[config.mk]
export PLATFORM = sky130hd
export DESIGN_NAME = breath_ramp_gen
export DESIGN_NICKNAME = d
export VERILOG_FILES = /design/src/rtl/breath_pkg.sv /design/src/rtl/breath_tick_div.sv /design/src/rtl/breath_ramp_gen.sv
export SDC_FILE = /design/constraint.sdc
export NUM_CORES = 1
export LEC_CHECK = 0
export BUFFER_PORTS_ARGS = -buffer_cell sky130_fd_sc_hd__clkbuf_2
export CAP_MARGIN = 20
export CORE_MARGIN = 5
export CORE_UTILIZATION = 40
export CTS_CLUSTER_SIZE = 8
export DETAILED_ROUTE_END_ITERATION = 7
export SLEW_MARGIN = 0
export SYNTH_ARGS = -nofsm -noshare
export SYNTH_HDL_FRONTEND = slang
export SYNTH_SLANG_ARGS = --single-unit
[constraint.sdc]
create_clock -name clk -period 2.4 [get_ports clk]
set_input_delay 0.36 -clock clk [delete_from_list [all_inputs] [get_ports clk]]
set_output_delay 0.36 -clock clk [all_outputs]
set_load 0.1 [all_outputs]
[src/rtl/breath_pkg.sv]
// Shared types and defaults for the breathing ramp generator.
// Optional build macro: BREATH_HOLD_EN adds dwell states at peak and trough.
package breath_pkg;

  localparam int DUTY_W         = 16;
  localparam int DEF_CLK_DIV    = 12000;
  localparam int DEF_MAX_DUTY   = 12000;
  localparam int DEF_STEP       = 1;
  localparam int DEF_HOLD_TICKS = 250;

`ifdef BREATH_HOLD_EN
  typedef enum logic [2:0] {
    IDLE,
    RISE,
    HOLD_HI,
    FALL,
    HOLD_LO
  } breath_state_e;
`else
  typedef enum logic [1:0] {
    IDLE,
    RISE,
    FALL
  } breath_state_e;
`endif

endpackage

[src/rtl/breath_tick_div.sv]
// Ramp prescaler: counts 0..CLK_DIV-1 and pulses tick for one cycle at the top.
// Held at zero while clr is high so every enable starts a full period.
module breath_tick_div #(
  parameter int CLK_DIV = 12000
) (
  input  logic clk,
  input  logic rst_n,
  input  logic clr,
  output logic tick
);

  localparam int CNT_W = (CLK_DIV > 1) ? $clog2(CLK_DIV) : 1;
  localparam logic [CNT_W-1:0] L_TOP = CNT_W'(CLK_DIV - 1);

  logic [CNT_W-1:0] r_cnt;

  assign tick = (r_cnt == L_TOP) && !clr;

  // Free-running period counter, wraps on tick and clears while disabled.
  always_ff @(posedge clk or negedge rst_n) begin
    if (!rst_n) begin
      r_cnt <= '0;
    end else if (clr || tick) begin
      r_cnt <= '0;
    end else begin
      r_cnt <= r_cnt + 1'b1;
    end
  end

endmodule

[src/rtl/breath_ramp_gen.sv]
// Triangle-wave duty generator for an LED "breathing" PWM stage.
// Optional build macro: BREATH_HOLD_EN adds HOLD_TICKS dwell at peak and trough.
//
// state   | meaning
// IDLE    | disabled, level 0
// RISE    | level climbs by STEP per accepted tick, saturating at MAX_DUTY
// HOLD_HI | dwell at MAX_DUTY (BREATH_HOLD_EN only)
// FALL    | level drops by STEP per accepted tick, floored at 0
// HOLD_LO | dwell at 0 (BREATH_HOLD_EN only)
module breath_ramp_gen
  import breath_pkg::*;
#(
  parameter int CLK_DIV    = DEF_CLK_DIV,
  parameter int MAX_DUTY   = DEF_MAX_DUTY,
  parameter int STEP       = DEF_STEP,
  parameter int HOLD_TICKS = DEF_HOLD_TICKS
) (
  input  logic              clk,
  input  logic              rst_n,
  input  logic              en,
  output logic [DUTY_W-1:0] duty,
  output logic              duty_valid,
  input  logic              duty_ready,
  output logic              overrun
);

  localparam int DW1 = DUTY_W + 1;
  localparam logic [DUTY_W:0]   L_MAX17 = DW1'(MAX_DUTY);
  localparam logic [DUTY_W-1:0] L_MAX   = DUTY_W'(MAX_DUTY);
  localparam logic [DUTY_W-1:0] L_STEP  = DUTY_W'(STEP);

  breath_state_e     r_state, w_state_nxt;
  logic [DUTY_W-1:0] r_level, w_level_nxt;
  logic [DUTY_W-1:0] r_duty;
  logic              r_valid;
  logic              r_overrun;
  logic [DUTY_W:0]   w_sum;
  logic              w_tick, w_active, w_pending, w_tick_ok, w_drop, w_load;

`ifdef BREATH_HOLD_EN
  localparam logic [15:0] L_HOLD_LAST = 16'((HOLD_TICKS > 0) ? HOLD_TICKS - 1 : 0);
  logic [15:0] r_hold_cnt, w_hold_nxt;
`endif

  breath_tick_div #(
    .CLK_DIV(CLK_DIV)
  ) u_tick_div (
    .clk  (clk),
    .rst_n(rst_n),
    .clr  (!en),
    .tick (w_tick)
  );

  // A tick is only usable once the previous duty value has been taken.
  assign w_active  = en && (r_state != IDLE);
  assign w_pending = r_valid && !duty_ready;
  assign w_tick_ok = w_tick && w_active && !w_pending;
  assign w_drop    = w_tick && w_active && w_pending;
  assign w_sum     = {1'b0, r_level} + {1'b0, L_STEP};

  assign duty       = r_duty;
  assign duty_valid = r_valid;
  assign overrun    = r_overrun;

  // Next-state, next-level and transfer-load decode.
  always_comb begin
    w_state_nxt = r_state;
    w_level_nxt = r_level;
    w_load      = 1'b0;
`ifdef BREATH_HOLD_EN
    w_hold_nxt  = r_hold_cnt;
`endif
    if (!en) begin
      if (r_state != IDLE) begin
        w_state_nxt = IDLE;
        w_level_nxt = '0;
        w_load      = 1'b1;
      end
    end else begin
      case (r_state)
        IDLE: begin
          w_state_nxt = RISE;
          w_level_nxt = '0;
        end
        RISE: begin
          if (w_tick_ok) begin
            w_load = 1'b1;
            if (w_sum >= L_MAX17) begin
              w_level_nxt = L_MAX;
`ifdef BREATH_HOLD_EN
              w_state_nxt = HOLD_HI;
              w_hold_nxt  = '0;
`else
              w_state_nxt = FALL;
`endif
            end else begin
              w_level_nxt = w_sum[DUTY_W-1:0];
            end
          end
        end
        FALL: begin
          if (w_tick_ok) begin
            w_load = 1'b1;
            if (r_level <= L_STEP) begin
              w_level_nxt = '0;
`ifdef BREATH_HOLD_EN
              w_state_nxt = HOLD_LO;
              w_hold_nxt  = '0;
`else
              w_state_nxt = RISE;
`endif
            end else begin
              w_level_nxt = r_level - L_STEP;
            end
          end
        end
`ifdef BREATH_HOLD_EN
        HOLD_HI: begin
          if (w_tick_ok) begin
            if (r_hold_cnt >= L_HOLD_LAST) begin
              w_state_nxt = FALL;
              w_hold_nxt  = '0;
            end else begin
              w_hold_nxt = r_hold_cnt + 16'd1;
            end
          end
        end
        HOLD_LO: begin
          if (w_tick_ok) begin
            if (r_hold_cnt >= L_HOLD_LAST) begin
              w_state_nxt = RISE;
              w_hold_nxt  = '0;
            end else begin
              w_hold_nxt = r_hold_cnt + 16'd1;
            end
          end
        end
`endif
        default: w_state_nxt = IDLE;
      endcase
    end
  end

  // State register.
  always_ff @(posedge clk or negedge rst_n) begin
    if (!rst_n) begin
      r_state <= IDLE;
    end else begin
      r_state <= w_state_nxt;
    end
  end

  // Level, output handshake register and overrun pulse.
  always_ff @(posedge clk or negedge rst_n) begin
    if (!rst_n) begin
      r_level   <= '0;
      r_duty    <= '0;
      r_valid   <= 1'b0;
      r_overrun <= 1'b0;
    end else begin
      r_level   <= w_level_nxt;
      r_overrun <= w_drop;
      if (w_load) begin
        r_duty  <= w_level_nxt;
        r_valid <= 1'b1;
      end else if (r_valid && duty_ready) begin
        r_valid <= 1'b0;
      end
    end
  end

`ifdef BREATH_HOLD_EN
  // Dwell counter for the peak/trough hold states.
  always_ff @(posedge clk or negedge rst_n) begin
    if (!rst_n) begin
      r_hold_cnt <= '0;
    end else begin
      r_hold_cnt <= w_hold_nxt;
    end
  end
`endif

endmodule
==> results.py, run 1 <==
metrics = {
    "placed_design": {
        "gp_congestion": 0.930,
        "dp_cells": 621,
        "place_ws_ns": -0.161,
        "place_hpwl_um": 9010,
        "buffer_ports.inserted": 21,
    },
    "power_and_ir_drop": {
        "p_leak_nw": 2.10,
        "comb_power_share": 0.475,
        "clkPwrFrac": 0.193,
        "switching_share": 0.456,
        "p_seq_frac": 0.331,
        "ir_drop_uv": 590,
        "p_int_mw": 1.55,
        "p_per_area_nw_per_um2": 603,
        "p_sw_mw": 1.30,
        "total_power_mw": 2.85,
    },
    "yosys": {
        "synth_edf_count": 0,
        "netlist_area_sq_um": 3550,
        "synth_async_sr_flop_share": 1.00,
        "avgSynthCellArea_sq_um": 8.19,
        "synth_ff_type": "dfrtp_1",
        "syn-num-nets": 446,
        "ys_ff_latch": 50,
        "seq_area_frac_synth": 0.353,
        "synthCells": 433,
        "yosysWarnings": 0,
        "synth_cell_types": 65,
    },
    "clock_tree": {
        "clock_latency_ns": 0.32,
        "cts_buffers": 5,
        "cts_sinks": 50,
        "cts_tree": "built",
        "hold_buffers": 0,
        "clkTransAtPathRegs_ns": 0.12,
        "root_buffer": "clkbuf_8",
        "clockBufferDepth": 2,
        "htreeDepth": 2,
    },
    "timing": {
        "period_minus_slack_ns": 2.47,
        "fin_ws_ns": -0.0663,
        "clock_skew_ns": 0.0156,
        "period_share": 1.03,
        "tightest_slew_ns": 0.640,
        "setup_viol": 10,
        "fmax_mhz": 405,
        "setup-tns-final_ns": -0.332,
        "rsz0062_at_grt": "true",
        "maxSlewHeadroom": 0.573,
        "slew_viol_final": 0,
        "final-hold-violation-count": 0,
    },
    "die": {
        "initial_utilization": 0.409,
        "design.core.area_sq_um": 8680,
        "dieWidth_um": 104,
        "die_h_um": 104,
        "io-pin-count": 22,
        "die-area_sq_um": 10900,
        "std_cell_rows": 34,
    },
    "cells_and_area": {
        "syn_to_final_growth_pct": 32.9,
        "stdcell_count": 639,
        "antenna_cells": 0,
        "drive_gt1_frac": 0.331,
        "postLayoutCoreUtil": 0.544,
        "most-common-layout-cells": "92 x buf_4, 46 x nor2_1, 44 x dfrtp_1",
        "layout.nets": 543,
        "layout_commonest_cell": "buf_4",
    },
    "worst_setup_path": {
        "r2r_cells": 10,
        "path_class": "flop to flop",
        "crit_chain": "nand4_4 -> buf_6 -> or4_4 -> a21oi_2 -> o211ai_2 -> buf_4 -> nand3_1 -> buf_6 -> a21oi_1 -> o31a_1",
        "end_kind": "flop",
        "worst_path_most_repeated_cell": "buf_6",
        "slowest_delay_ns": 0.51,
        "cp-start-kind": "flop",
        "cp_slowest_cell": "dfrtp_2",
        "crit_fanout": 7,
        "cp.required_ns": 2.61,
        "crit_arrival_ns": 2.67,
    },
    "route": {
        "drt_iter0_drc": 368,
        "drt_first_pass_iters": 5,
        "drcViolationCount": 0,
        "avgViaCountPerCell": 5.93,
        "wirelength_um": 12200,
        "ant_nets": 0,
        "vias": 3791,
        "routedWlPerCell_um": 19.0,
    },
    "grt": {
        "grt_pass1_vias": 3749,
        "grt_antenna_before_repair": 0,
        "grt_overflow": 0,
        "grt_usage": 0.216,
        "grt_pass1_wl_um": 19300,
        "grt_max_degree": 51,
    },
    "worst_hold_path": {
        "hold_class": "input pin to asynchronous set/reset pin",
    },
    "run": {
        "max-cap-violations": 0,
    },
    "status": {
        "status": "finished with violations",
        "violations": "setup timing",
    },
}
[cells in the mapped netlist (2+ instances only)]
cell	instances	area [sq um]
nor2_1	47	176
buf_1	2	7.51
nand2b_1	4	25.0
o2111ai_1	2	17.5
o31ai_1	9	67.6
a2bb2oi_1	2	17.5
nor3b_1	2	15.0
a31oi_1	12	75.1
a311oi_1	3	26.3
xnor2_1	9	78.8
nor2b_1	6	37.5
a21oi_1	28	140
buf_4	2	15.0
and3_1	8	50.1
o32ai_1	3	26.3
a222oi_1	2	20.0
ha_1	9	113
mux2i_1	3	30.0
xor2_1	9	78.8
inv_1	14	52.6
or4_1	3	22.5
mux2_2	4	45.0
dfrtp_1	50	1250
o211ai_1	5	37.5
a211oi_1	2	15.0
nand4_1	8	50.1
a22oi_1	2	15.0
a21o_1	5	37.5
nand2_1	42	158
a2111oi_0	2	17.5
o21ai_0	29	145
or2_2	2	12.5
and4_1	4	35.0
nor4_1	3	18.8
clkbuf_1	15	56.3
o22ai_1	3	18.8
o21a_1	2	15.0
buf_2	9	45.0
and2_1	5	31.3
nand3_1	22	110
nor3_1	16	80.1
[critical path: cells and delay by family, from the launching register on]
family,cells,cell delay (ns)
buffers and inverters,3,0.48
and+or+nand+nor,3,0.74
AOI/OAI and AO/OA,4,0.61
DFF,1,0.51
[area by class of cell]
class / instances / area (sq um)
clock buffers: 5 / 68.8
clock inverters: 3 / 28.8
fillers: 846 / 3960
inverters: 15 / 56.3
multi-input cells: 340 / 2320
flip-flops and latches: 50 / 1260
well taps: 108 / 135
repair buffers: 118 / 852
[per-layer routing]
metal  share of wire  up-vias  wire length [um]  track usage
li1                -     1784                 -            -
met1            0.45     1835              5450        0.306
met2            0.47      150              5720        0.345
met3           0.063       22               765       0.0286
met4           0.018        0               219       0.0601
met5               0        -                 0            0
[logic make-up (layout without fill, tap and decap cells)]
kind of cell,Yosys count,count (layout),share of synthesized area
flip-flops,50,50,0.353
AND/OR/NAND/NOR,180,180,0.258
multiplexers,7,7,0.0212
adder cells (fa/ha/maj),9,9,0.0317
XOR/XNOR,18,18,0.0444
buffers and inverters,43,141,0.0508
AO/OA/AOI/OAI,126,126,0.241
[power groups by stage]
stage	registers (mW)	logic, mW	clock network (mW)
floorplan	1.19	0.572	0
global placement	0.955	1.29	0
detailed placement	0.955	1.30	0
CTS	0.941	1.32	0.564
global route	0.950	1.44	0.606
finish	0.943	1.35	0.550
[per-stage QoR]
stage	cell area, sq um	hold WS [ns]
after floorplan	3550	0.0644
final	4720	0.122
after global routing	4720	0.193
after detailed placement	4320	0.466
after CTS	4550	0.156
after global placement	4320	0.464
[state kept, by name (all words and copies together) (netlist names)]
register / count
overrun: 1
duty_valid: 1
r_state: 2
r_level: 16
duty: 16
u_tick_div.r_cnt: 14
[repair_timing]
item,CTS,global route
hold endpoints to repair,0,0
gates cloned,0,0
resized for setup,23,29
setup buffers,5,5
setup endpoints to repair,17,31
pin swaps,10,16
[path summary, 6_finish.rpt]
path | startpoint | endpoint | slack (ns)
worst min-delay path | rst_n | u_tick_div.r_cnt[0] | 0.12
min in group clk | duty_ready | duty_valid | 0.32
worst max-delay path | r_level[3] | duty[1] | -0.07
worst max register to register | r_level[3] | duty[1] | -0.07
worst min register to register | duty[14] | duty[14] | 0.48
max in group asynchronous | rst_n | r_level[4] | 1.80
Note: power is estimated with default switching activity, not from simulation.
==> inputs of run 2 (changes only) <==
Settings changed: MAX_ROUTING_LAYER set to met4, SLEW_MARGIN 0 to 40.
==> run 2 against run 1 <==
  * The flow still finishes with violations (setup timing)
  * Flip-flop and latch count did not move
  * Total power rose by 3.7%
  * Non-clock buffer count did not move
  * Sequential share of layout area decreased by 0.30 points
  * Clock-buffer cell count unchanged
  * Via count shrank 1.7%
  * Critical path depth decreased by 3
  * Combinational power about the same
  * Worst hold slack lost 0.12 ns
  * Maximum frequency up 0.80%
  * Clock power increased by 17%
  * Worst setup slack gained 0.020 ns
  * Largest cell class unchanged
  * Highest routed layer unchanged
==> results.py, run 2 (synthesis gave the netlist of run 1 again) <==
metrics = {
    "grt": {
        "grt_antenna_before_repair": 0,
        "grt_pass1_vias": 3684,
        "grt_overflow": 0,
        "grt_max_degree": 31,
        "grt_pass1_wl_um": 18900,
        "grt_usage": 0.219,
    },
    "power_and_ir_drop": {
        "clkPwrFrac": 0.218,
        "ir_drop_uv": 576,
        "comb_power_share": 0.462,
        "p_seq_frac": 0.320,
        "p_leak_nw": 2.11,
        "p_sw_mw": 1.29,
        "switching_share": 0.439,
        "p_per_area_nw_per_um2": 621,
        "p_int_mw": 1.66,
    },
    "cells_and_area": {
        "layout.nets": 543,
        "antenna_cells": 0,
        "most-common-layout-cells": "90 x buf_4, 48 x dfrtp_1, 46 x nor2_1",
        "drive_gt1_frac": 0.333,
        "multiInputGateArea_sq_um": 2320,
        "stdcell_count": 639,
        "nFillCells": 827,
        "regArea_sq_um": 1250,
        "syn_to_final_growth_pct": 33.9,
        "postLayoutCoreUtil": 0.547,
        "layout_commonest_cell": "buf_4",
    },
    "route": {
        "routedWlPerCell_um": 18.3,
        "drt_first_pass_iters": 5,
        "drt_iter0_drc": 304,
        "vias": 3728,
        "wirelength_um": 11700,
        "avgViaCountPerCell": 5.83,
        "ant_nets": 0,
        "drcViolationCount": 0,
    },
    "timing": {
        "period_minus_slack_ns": 2.45,
        "fmax_mhz": 409,
        "period_share": 1.02,
        "setup_viol": 4,
        "maxSlewHeadroom": 0.639,
        "fin_ws_ns": -0.0466,
        "tightest_slew_ns": 0.544,
        "rsz0062_at_grt": "true",
        "setup-tns-final_ns": -0.0705,
        "final-hold-violation-count": 0,
        "hold_slack_ns": 0.000938,
        "clock_skew_ns": 0.0110,
        "slew_viol_final": 0,
    },
    "worst_setup_path": {
        "worstSetupStartpoint": "r_level[4]",
        "r2r-end": "r_state[1]",
        "cp.required_ns": 2.65,
        "crit_arrival_ns": 2.70,
        "path_class": "flop to flop",
        "r2r-start": "r_level[4]",
        "crit_fanout": 5,
        "cp-start-kind": "flop",
        "r2r_slack_ns": -0.05,
        "end_kind": "flop",
        "crit_end": "r_state[1]",
        "r2r_cells": 7,
    },
    "status": {
        "violations": "setup timing",
        "status": "finished with violations",
    },
    "run": {
        "max-cap-violations": 0,
    },
    "clock_tree": {
        "cts_tree": "built",
        "clockBufferDepth": 2,
        "htreeDepth": 2,
        "cts_sinks": 50,
        "hold_buffers": 0,
        "cts_buffers": 5,
        "root_buffer": "clkbuf_8",
        "clkTransAtPathRegs_ns": 0.11,
        "clock_latency_ns": 0.32,
    },
    "die": {
        "design.core.area_sq_um": 8680,
        "io-pin-count": 22,
        "initial_utilization": 0.409,
        "std_cell_rows": 34,
        "die-area_sq_um": 10900,
        "die_h_um": 104,
        "dieWidth_um": 104,
    },
    "worst_hold_path": {
        "hold_class": "input pin to asynchronous set/reset pin",
    },
    "placed_design": {
        "buffer_ports.inserted": 21,
        "place_ws_ns": -0.0722,
        "dp_cells": 627,
        "gp_congestion": 0.970,
        "place_hpwl_um": 8880,
    },
}
run 2: cell count changes in the layout (fill, tap and decap cells not counted), moves of 2 or more:
cell / previous run / this run
dfrtp_1: 44 / 48
a21oi_1: 23 / 21
o21ai_2: 0 / 2
o21ai_1: 2 / 0
dfrtp_2: 6 / 2
buf_4: 92 / 90
o2111ai_2: 0 / 2
run 2: how the worst min path moves through the flow:
| stage | endpoint | slack, ns | cells past startpoint |
|---|---|---|---|
| final | u_tick_div.r_cnt[7] | 0.0009 | 2 |
| after global routing | u_tick_div.r_cnt[7] | 0.02 | 2 |
| after CTS | u_tick_div.r_cnt[7] | 0.004 | 2 |
| after detailed placement | u_tick_div.r_cnt[7] | 0.36 | 2 |
| after global placement | u_tick_div.r_cnt[7] | 0.35 | 2 |
| after floorplan | duty[0] | 0.06 | 0 |
run 2: cell type report:
type	count	area share
clock buffers	5	0.0145
clock inverters	3	0.0100
inverters	15	0.0119
multi-input cells	340	0.489
flip-flops and latches	50	0.264
well taps	108	0.0284
repair buffers	118	0.183
run 2: routing by layer:
metal	global-route usage	part of all wire
met2	0.337	0.45
met1	0.301	0.48
met4	0.0712	0.021
met3	0.0279	0.052
met5	-	0
run 2: through the flow:
stage / area, sq um / power, mW
global placement: 4380 / 2.28
finish: 4750 / 2.95
detailed placement: 4380 / 2.27
global route: 4750 / 3.09
CTS: 4590 / 2.92
floorplan: 3550 / 1.77
run 2: repair_timing:
action | CTS | global route
gates resized for setup | 21 | 32
pin swaps | 14 | 11
endpoints found under the setup margin | 16 | 32
setup buffers | 1 | 3
run 2: power by group through the flow:
stage | clock network [mW] | logic (mW) | registers [mW]
2_1_floorplan | 0 | 0.572 | 1.19
3_3_place_gp | 0 | 1.32 | 0.956
3_5_place_dp | 0 | 1.31 | 0.957
4_1_cts | 0.654 | 1.33 | 0.942
5_1_grt | 0.688 | 1.46 | 0.951
6_report | 0.644 | 1.36 | 0.943
run 2: worst max-delay path, cell delays in order (launching register included):
cell       delay, ns
dfrtp_1         0.48
inv_1           0.17
or4_4           0.58
o311ai_4        0.29
o211ai_4        0.17
and2_4          0.18
a2111oi_4       0.30
mux2i_1         0.21
